$ cat src/rtl/branch_pred_pkg.sv
// Shared types and helpers for the pattern-history-table branch predictor.
// ctr_t, CTR_MAX/CTR_MIN and sat_step describe the default 2-bit counter;
// counters of other widths use the generic path inside bp_sat_ctr.
package branch_pred_pkg;

    localparam int PHT_CTR_W = 2;

    typedef logic [PHT_CTR_W-1:0] ctr_t;

    localparam ctr_t CTR_MAX = '1;
    localparam ctr_t CTR_MIN = '0;

    // Saturating up/down step of a single counter.
    function automatic ctr_t sat_step(ctr_t c, logic taken);
        ctr_t n;
        n = c;
        if (taken) begin
            if (c != CTR_MAX) n = c + ctr_t'(1);
        end else begin
            if (c != CTR_MIN) n = c - ctr_t'(1);
        end
        return n;
    endfunction

endpackage

$ cat src/rtl/bp_sat_ctr.sv
// One saturating prediction counter with enable and async reset to INIT_CTR.
module bp_sat_ctr
    import branch_pred_pkg::*;
#(
    parameter int CTR_W    = 2,
    parameter int INIT_CTR = 2
) (
    input  logic             clk_i,
    input  logic             rst_i,
    input  logic             en_i,
    input  logic             taken_i,
    output logic [CTR_W-1:0] ctr_o
);

    logic [CTR_W-1:0] ctr_q;
    logic [CTR_W-1:0] ctr_d;

    generate
        if (CTR_W == PHT_CTR_W) begin : g_pkg_step
            // Default width: reuse the shared step function.
            always_comb begin
                ctr_d = ctr_q;
                if (en_i) ctr_d = sat_step(ctr_t'(ctr_q), taken_i);
            end
        end else begin : g_generic_step
            // Other widths: same saturating rule written out directly.
            always_comb begin
                ctr_d = ctr_q;
                if (en_i) begin
                    if (taken_i) begin
                        if (ctr_q != '1) ctr_d = ctr_q + 1'b1;
                    end else begin
                        if (ctr_q != '0) ctr_d = ctr_q - 1'b1;
                    end
                end
            end
        end
    endgenerate

    // Counter register.
    always_ff @(posedge clk_i or posedge rst_i) begin
        if (rst_i) ctr_q <= CTR_W'(INIT_CTR);
        else       ctr_q <= ctr_d;
    end

    assign ctr_o = ctr_q;

endmodule

$ cat src/rtl/branch_pht.sv
// Pattern-history-table branch predictor: ENTRIES saturating counters indexed
// by PC, combinational lookup in ID, write-back of the resolved outcome from EX,
// and a saturating mispredict counter.
// Optional gshare hashing (global history XOR'd into the lookup index) is
// enabled by defining BRANCH_PHT_GSHARE_EN; the port list does not change.
module branch_pht
    import branch_pred_pkg::*;
#(
    parameter int ENTRIES  = 64,
    parameter int CTR_W    = 2,
    parameter int INIT_CTR = 2,
    parameter int PC_LSB   = 2,
    parameter int CNT_W    = 16,
    localparam int IDX_W   = $clog2(ENTRIES)
) (
    input  logic              clk_i,
    input  logic              rst_i,
    input  logic [31:0]       lookup_pc_i,
    output logic              predict_o,
    output logic [IDX_W-1:0]  lookup_idx_o,
    input  logic              update_i,
    input  logic [IDX_W-1:0]  update_idx_i,
    input  logic              result_i,
    input  logic              update_pred_i,
    input  logic              stall_i,
    output logic [CNT_W-1:0]  mispredict_cnt_o
);

    logic             commit;
    logic [IDX_W-1:0] base_idx;
    logic [IDX_W-1:0] look_idx;
    logic [CTR_W-1:0] ctr_val [ENTRIES];
    logic [CNT_W-1:0] cnt_q;
    logic [CNT_W-1:0] cnt_d;
    logic [31:0]      unused_pc;

    assign unused_pc = lookup_pc_i;
    assign commit    = update_i && !stall_i;
    assign base_idx  = lookup_pc_i[PC_LSB +: IDX_W];

`ifdef BRANCH_PHT_GSHARE_EN
    logic [IDX_W-1:0] ghr_q;
    logic [IDX_W-1:0] ghr_d;

    // Shift the resolved outcome into the history on each committed update.
    always_comb begin
        ghr_d = ghr_q;
        if (commit) ghr_d = IDX_W'({ghr_q, result_i});
    end

    // Global history register.
    always_ff @(posedge clk_i or posedge rst_i) begin
        if (rst_i) ghr_q <= '0;
        else       ghr_q <= ghr_d;
    end

    assign look_idx = base_idx ^ ghr_q;
`else
    assign look_idx = base_idx;
`endif

    // Counter array; EX supplies the already-hashed index, so it is used as is.
    for (genvar i = 0; i < ENTRIES; i++) begin : g_ctr
        bp_sat_ctr #(
            .CTR_W    (CTR_W),
            .INIT_CTR (INIT_CTR)
        ) u_ctr (
            .clk_i   (clk_i),
            .rst_i   (rst_i),
            .en_i    (commit && (update_idx_i == IDX_W'(i))),
            .taken_i (result_i),
            .ctr_o   (ctr_val[i])
        );
    end

    // Lookup reads registered state only, so a same-cycle update is not bypassed.
    assign predict_o    = ctr_val[look_idx][CTR_W-1];
    assign lookup_idx_o = look_idx;

    // Count committed mispredictions, holding at all-ones.
    always_comb begin
        cnt_d = cnt_q;
        if (commit && (update_pred_i != result_i) && (cnt_q != '1))
            cnt_d = cnt_q + 1'b1;
    end

    // Mispredict counter register.
    always_ff @(posedge clk_i or posedge rst_i) begin
        if (rst_i) cnt_q <= '0;
        else       cnt_q <= cnt_d;
    end

    assign mispredict_cnt_o = cnt_q;

endmodule

$ cat config.mk
export PLATFORM = sky130hd
export DESIGN_NAME = branch_pht
export DESIGN_NICKNAME = d
export VERILOG_FILES = /design/src/rtl/branch_pred_pkg.sv /design/src/rtl/bp_sat_ctr.sv /design/src/rtl/branch_pht.sv
export SDC_FILE = /design/constraint.sdc
export NUM_CORES = 1
export LEC_CHECK = 0
export BUFFER_PORTS_ARGS = -buffer_cell sky130_fd_sc_hd__clkbuf_2
export CAP_MARGIN = 20
export CORE_AREA = 2 2 108 136
export DETAILED_ROUTE_END_ITERATION = 7
export DIE_AREA = 0 0 110 138
export PLACE_DENSITY = 0.88
export SYNTH_ARGS = -nofsm -noshare
export SYNTH_HDL_FRONTEND = slang
export SYNTH_SLANG_ARGS = --single-unit
export TNS_END_PERCENT = 30
$ cat constraint.sdc
create_clock -name clk_i -period 5.6 [get_ports clk_i]
set_clock_uncertainty 0.2 [all_clocks]
set_input_delay 1.12 -clock clk_i [delete_from_list [all_inputs] [get_ports clk_i]]
set_output_delay 1.12 -clock clk_i [all_outputs]
set_load 0.05 [all_outputs]
==> results of run 1 <==
## power by group through the flow
stage	combinational, mW	clock [mW]	sequential, mW
finish	0.303	1.23	1.14
global route	0.329	1.29	1.15
CTS	0.303	1.24	1.14
detailed placement	0.300	0	1.16
global placement	0.289	0	1.15
floorplan	0.175	0	1.20
## per-stage QoR
stage	utilization, %	cells
floorplan	-	931
global placement	60.2	1089
detailed placement	60.2	1089
CTS	64.8	1121
global route	64.8	1121
finish	64.8	1121
## area by class of cell
| cell class | count | area share [%] |
|---|---|---|
| clock inverter | 14 | 2.26 |
| clock buffer | 18 | 4.83 |
| multi-input combinational | 686 | 45.7 |
| inverter | 33 | 1.42 |
| timing repair buffer | 48 | 2.89 |
| sequential | 144 | 40.5 |
| tap | 178 | 2.45 |
## kinds of logic after synthesis
| kind of cell | Yosys count |
|---|---|
| XOR/XNOR | 15 |
| buffers and inverters | 101 |
| adder cells (fa/ha/maj) | 1 |
| multiplexers | 23 |
| AO/OA/AOI/OAI | 327 |
| flip-flops | 144 |
| AND/OR/NAND/NOR | 320 |
## Yosys cell counts (8+ instances only)
cell type,number
inv_1,32
a211oi_1,24
o211ai_1,29
o21ai_0,110
clkbuf_1,35
or3_1,28
a21oi_1,100
nor3_1,11
a21bo_2,19
a31oi_1,13
nand2b_1,9
nand2_1,75
mux2i_1,9
buf_2,17
xor2_1,9
dfrtp_1,80
dfstp_2,64
mux4_2,12
nor2_1,130
and3_1,8
## routing by layer
layer	wire [um]	GRT usage, %	vias to the layer above
li1	-	-	3363
met3	1240	6.36	58
met2	9930	43.6	261
met1	8050	36.1	3450
met5	0	0	-
met4	732	12.8	0
## registers in the layout, summed over array words and instances (netlist names)
name               flops
g_ctr.u_ctr.ctr_o    128
mispredict_cnt_o      16
## how the worst max path moves through the flow
stage / start / endpoint / depth (start not counted)
after floorplan: rst_i / g_ctr[0].u_ctr.ctr_o[0]$_DFFE_PP0P_ / 1
after global placement: lookup_pc_i[2] / predict_o / 7
after detailed placement: lookup_pc_i[2] / predict_o / 7
after CTS: lookup_pc_i[2] / predict_o / 7
after global routing: lookup_pc_i[2] / predict_o / 7
final: lookup_pc_i[2] / predict_o / 7
## critical path: stages
cell and delay (ps):
clkbuf_2 570, mux4_2 630, o2111ai_1 190, nand3_1 100
a211oi_1 250, a211oi_1 130, clkbuf_2 250
==> flow_metrics.tcl, run 1 <==
set metrics [dict create \
    status "finished, final reports clean" \
    period_share_pct 81.7 \
    pwr-share-seq_pct 42.7 \
    drtIter0Drc 635 \
    vdd_drop_max_mv 0.305 \
    reg2reg_from "mispredict_cnt_o[7]$_DFFE_PP0P_" \
    initial_core_util_pct 58.9 \
    setup_slack_ps 1030 \
    cts_resized 0 \
    slew_headroom_pct 30.7 \
    required_ps 4280 \
    totalWireLength_um 20000 \
    fillCellCount 1088 \
    cts_hold_buf 0 \
    synth.top_cell.area_share_pct 24.2 \
    hpwl_um 12400 \
    multi_input_area_um2 4150 \
    netlist-cell-type-count 58 \
    synth_xor_area_share_pct 1.59 \
    whs_endpoint "mispredict_cnt_o[9]$_DFFE_PP0P_" \
    fin_nets 975 \
    syn_nets 976 \
    min_from "mispredict_cnt_o[9]$_DFFE_PP0P_" \
    grt_max_degree 106 \
    synth_edf_count 0 \
    power.density_nw_per_um2 294 \
    crit_path_end_kind "primary output" \
    root_buffer "clkbuf_16" \
    io_pins 67 \
    async_flop_share_pct 100 \
    synthCells 931 \
    clock.fmax_mhz 219 \
    synthToLayoutAreaGrowth_pct 9.97 \
    synth_area_um2 8270 \
    combPwrFrac_pct 11.3 \
    yosysSeqAreaShare_pct 44.5 \
    rr_endpoint "mispredict_cnt_o[14]$_DFFE_PP0P_" \
    whs_ps 291 \
    synthSimpleGateAreaFrac_pct 19.5 \
    design.die.area_um2 15200 \
    clk_latency_ps 430 \
    fp.coreArea_um2 14000 \
    final_area_um2 9090 \
    path_class "input pin to primary output" \
    drcViolationCount 0 \
    viasPerCell 6.36 \
    fp-row-count 49 \
    switching_share_pct 27.3 \
    setup_violations 0 \
    synthMuxAreaShare_pct 4.63 \
    vias 7132 \
    cts_max_path_buffers 2 \
    intPower_mw 1.94 \
    drv_cap 0 \
    drive_above_1_share_pct 20.4 \
    synth_top_family_by_area "compound AO/OA/AOI/OAI gates" \
    overflow 0 \
    period_minus_slack_ps 4570 \
    hp-class "flop to flop" \
    die_h_um 138 \
    p_leak_nw 3.44 \
    tightest_slew_ps 1030 \
    cp-start-kind "input pin" \
    path_clk_slew_ps 70 \
    slew_violations 0 \
    min_path_cells 1 \
    grt_pass1_wl_um 33100 \
    antenna_found_initial 0 \
    ys_top_cells_by_area "dfrtp_1, dfstp_2, o21ai_0" \
    ys_warn_count 0 \
    fp.dieW_um 110 \
    place.gp.congestion 0.849 \
    placed_cell_area_um2 8450 \
    layout_common_cells "nor2_1, o21ai_0, a21oi_1" \
    r2r_slack_ps 3560 \
    r2r_cells 5 \
    ff_latch_area_um2 3680 \
    post_drt_wl_per_cell_um 17.8 \
    cts_tree "yes" \
    postRouteAntennaNets 0 \
    p_sw_uw 731 \
    hold_viol 0 \
    synth_compound_area_share_pct 24.2 \
    grt_pass1_vias 6709 \
    h-tree-depth 4 \
    insertedDiodeCount 0 \
    numCtsBuffers 17 \
    global_route.usage.total_pct 27.7 \
    p_total_mw 2.67 \
    cts_setup_buffers 0 \
    dpl_worst_slack_ps 1040 \
    synth_flop_cell "dfrtp_1" \
    setup_tns_ps 0 \
    clock_power_share_pct 45.9 \
    placement.io_buffers 40 \
    cts_sinks 144 \
    ys_ff_latch 144 \
    crit_arrival_ps 3250 \
    post_synth.cell_area_avg_um2 8.88 \
    mostFrequentLayoutCell "nor2_1" \
    dr.pass1.iters 5 \
    crit_fanout 22 \
    synthAdderAreaFrac_pct 0.151 \
    yosys.area.top_type "dfrtp_1" \
    rsz0062_at_grt "false" \
]
No activity file was read; power rests on OpenSTA's default activity.
==> run 2: changes to the inputs <==
--- a/config.mk
+++ b/config.mk
@@ -7,10 +7,10 @@
 export LEC_CHECK = 0
 export BUFFER_PORTS_ARGS = -buffer_cell sky130_fd_sc_hd__clkbuf_2
 export CAP_MARGIN = 20
-export CORE_AREA = 2 2 108 136
+export CORE_AREA = 2 2 113 143
 export DETAILED_ROUTE_END_ITERATION = 7
-export DIE_AREA = 0 0 110 138
-export PLACE_DENSITY = 0.88
+export DIE_AREA = 0 0 115 145
+export PLACE_DENSITY = 0.85
 export SYNTH_ARGS = -nofsm -noshare
 export SYNTH_HDL_FRONTEND = slang
 export SYNTH_SLANG_ARGS = --single-unit
==> constraint.sdc (replaced) <==
create_clock -name clk_i -period 3.76 [get_ports clk_i]
set_clock_uncertainty 0.2 [all_clocks]
set_input_delay 0.752 -clock clk_i [delete_from_list [all_inputs] [get_ports clk_i]]
set_output_delay 0.752 -clock clk_i [all_outputs]
set_load 0.05 [all_outputs]
==> flow_metrics.tcl, run 2 (same netlist as run 1, synthesis figures left out) <==
set metrics [dict create \
    largest_reg_flops 128 \
    overflow 0 \
    synthToLayoutAreaGrowth_pct 11.7 \
    cts_setup_buffers 0 \
    path_class "input pin to primary output" \
    place.gp.congestion 0.869 \
    layout_common_cells "nor2_1, o21ai_0, a21oi_1" \
    viasPerCell 6.32 \
    mostFrequentLayoutCell "nor2_1" \
    p_total_mw 4.11 \
    cts_max_path_buffers 2 \
    final_util_pct 60.3 \
    cp-start-kind "input pin" \
    postRouteAntennaNets 0 \
    reg2reg_from "mispredict_cnt_o[7]$_DFFE_PP0P_" \
    final_cells 1135 \
    fp.coreArea_um2 15300 \
    crit_fanout 9 \
    cts_sinks 144 \
    io_pins 67 \
    cts_resized 0 \
    hp-class "input pin to async pin" \
    drcViolationCount 0 \
    tightest_slew_ps 780 \
    period_minus_slack_ps 3570 \
    grt_pass1_vias 6618 \
    drv_cap 0 \
    fp-row-count 51 \
    placed_cell_area_um2 8530 \
    p_leak_nw 3.51 \
    grtUsageMet2_pct 37.4 \
    grtUsageMet1_pct 32.8 \
    global_route.usage.total_pct 24.8 \
    cts_tree "yes" \
    insertedDiodeCount 0 \
    final_area_um2 9240 \
    design.die.area_um2 16700 \
    required_ps 2810 \
    fillCellCount 1219 \
    rsz0062_at_grt "false" \
    h-tree-depth 4 \
    drive_above_1_share_pct 20.9 \
    totalWireLength_um 19900 \
    initial_core_util_pct 54.0 \
    root_buffer "clkbuf_16" \
    fp.dieW_um 115 \
    clock.fmax_mhz 280 \
    clk_latency_ps 440 \
    dr.pass1.iters 5 \
    grt_pass1_wl_um 32700 \
    cts_hold_buf 0 \
    crit_arrival_ps 2620 \
    fin_nets 982 \
    drtIter0Drc 681 \
    hold_viol 0 \
    status "finished, final reports clean" \
    hpwl_um 12600 \
    period_share_pct 95.0 \
    setup_violations 0 \
    dp_cells 1102 \
    path_clk_slew_ps 70 \
    crit_path_end_kind "primary output" \
    busiest_layer "met2" \
    antenna_found_initial 0 \
    numCtsBuffers 17 \
    slew_violations 0 \
    post_drt_wl_per_cell_um 17.6 \
    slew_headroom_pct 48.0 \
    grt_max_degree 84 \
    startpoint "lookup_pc_i[2]" \
    grt_use_met3_pct 5.43 \
    power.density_nw_per_um2 446 \
    vdd_drop_max_mv 0.293 \
    die_h_um 145 \
    vias 7171 \
    placement.io_buffers 40 \
]
==> run 2: cell types whose count changed in the layout (fill, tap and decap cells not counted), sizes merged <==
cell      previous run  this run
buf                  9        16
bufinv               4         6
clkbuf              57        56
clkinv               6         5
clkinvlp             2         3
inv                 35        34
==> run 2: final cells by class <==
class	instances	area (um2)	share of cell area [%]
multi-input combinational	686	4150	44.9
sequential	144	3680	39.9
clock buffer	17	425	4.61
timing repair buffer	55	360	3.90
clock inverter	15	256	2.78
tap	185	231	2.51
inverter	33	128	1.38
==> run 2: final timing paths <==
path                                                             end  slack, ps  depth (start not counted)
worst max-delay path                                       predict_o        190                          7
worst min-delay path                 mispredict_cnt_o[4]$_DFFE_PP0P_        180                          2
worst max register to register      mispredict_cnt_o[14]$_DFFE_PP0P_       1750                          5
worst min register to register       mispredict_cnt_o[9]$_DFFE_PP0P_        290                          1
max in group asynchronous       g_ctr[54].u_ctr.ctr_o[1]$_DFFE_PP1P_       2410                          3
min in group clk_i                   mispredict_cnt_o[9]$_DFFE_PP0P_        290                          1
==> run 2: power breakdown <==
group,internal (mW),leakage (nW),total (mW),switching [mW]
logic,0.135,1.50,0.454,0.319
clock network,1.25,0.325,1.96,0.710
registers,1.63,1.68,1.70,0.0709
==> run 2: critical path, cell delays in order <==
cell,delay [ps]
clkbuf_2,310
buf_4,240
mux4_2,530
a22oi_1,260
and3_1,200
a211oi_1,70
clkbuf_2,260
==> run 2: through the flow <==
stage	TNS (ps)	hold WS, ps	worst slack, ps
2_1_floorplan	-31.2	265	-31.2
3_3_place_gp	0	276	243
3_5_place_dp	0	279	219
4_1_cts	0	183	219
5_1_grt	0	220	83.9
6_report	0	176	189
==> run 2: layer usage <==
layer | share of wire (%) | vias to the layer above
met4 | 4.9 | 0
met1 | 41 | 3447
met5 | 0 | -
met2 | 47 | 279
met3 | 6.4 | 75
li1 | - | 3370
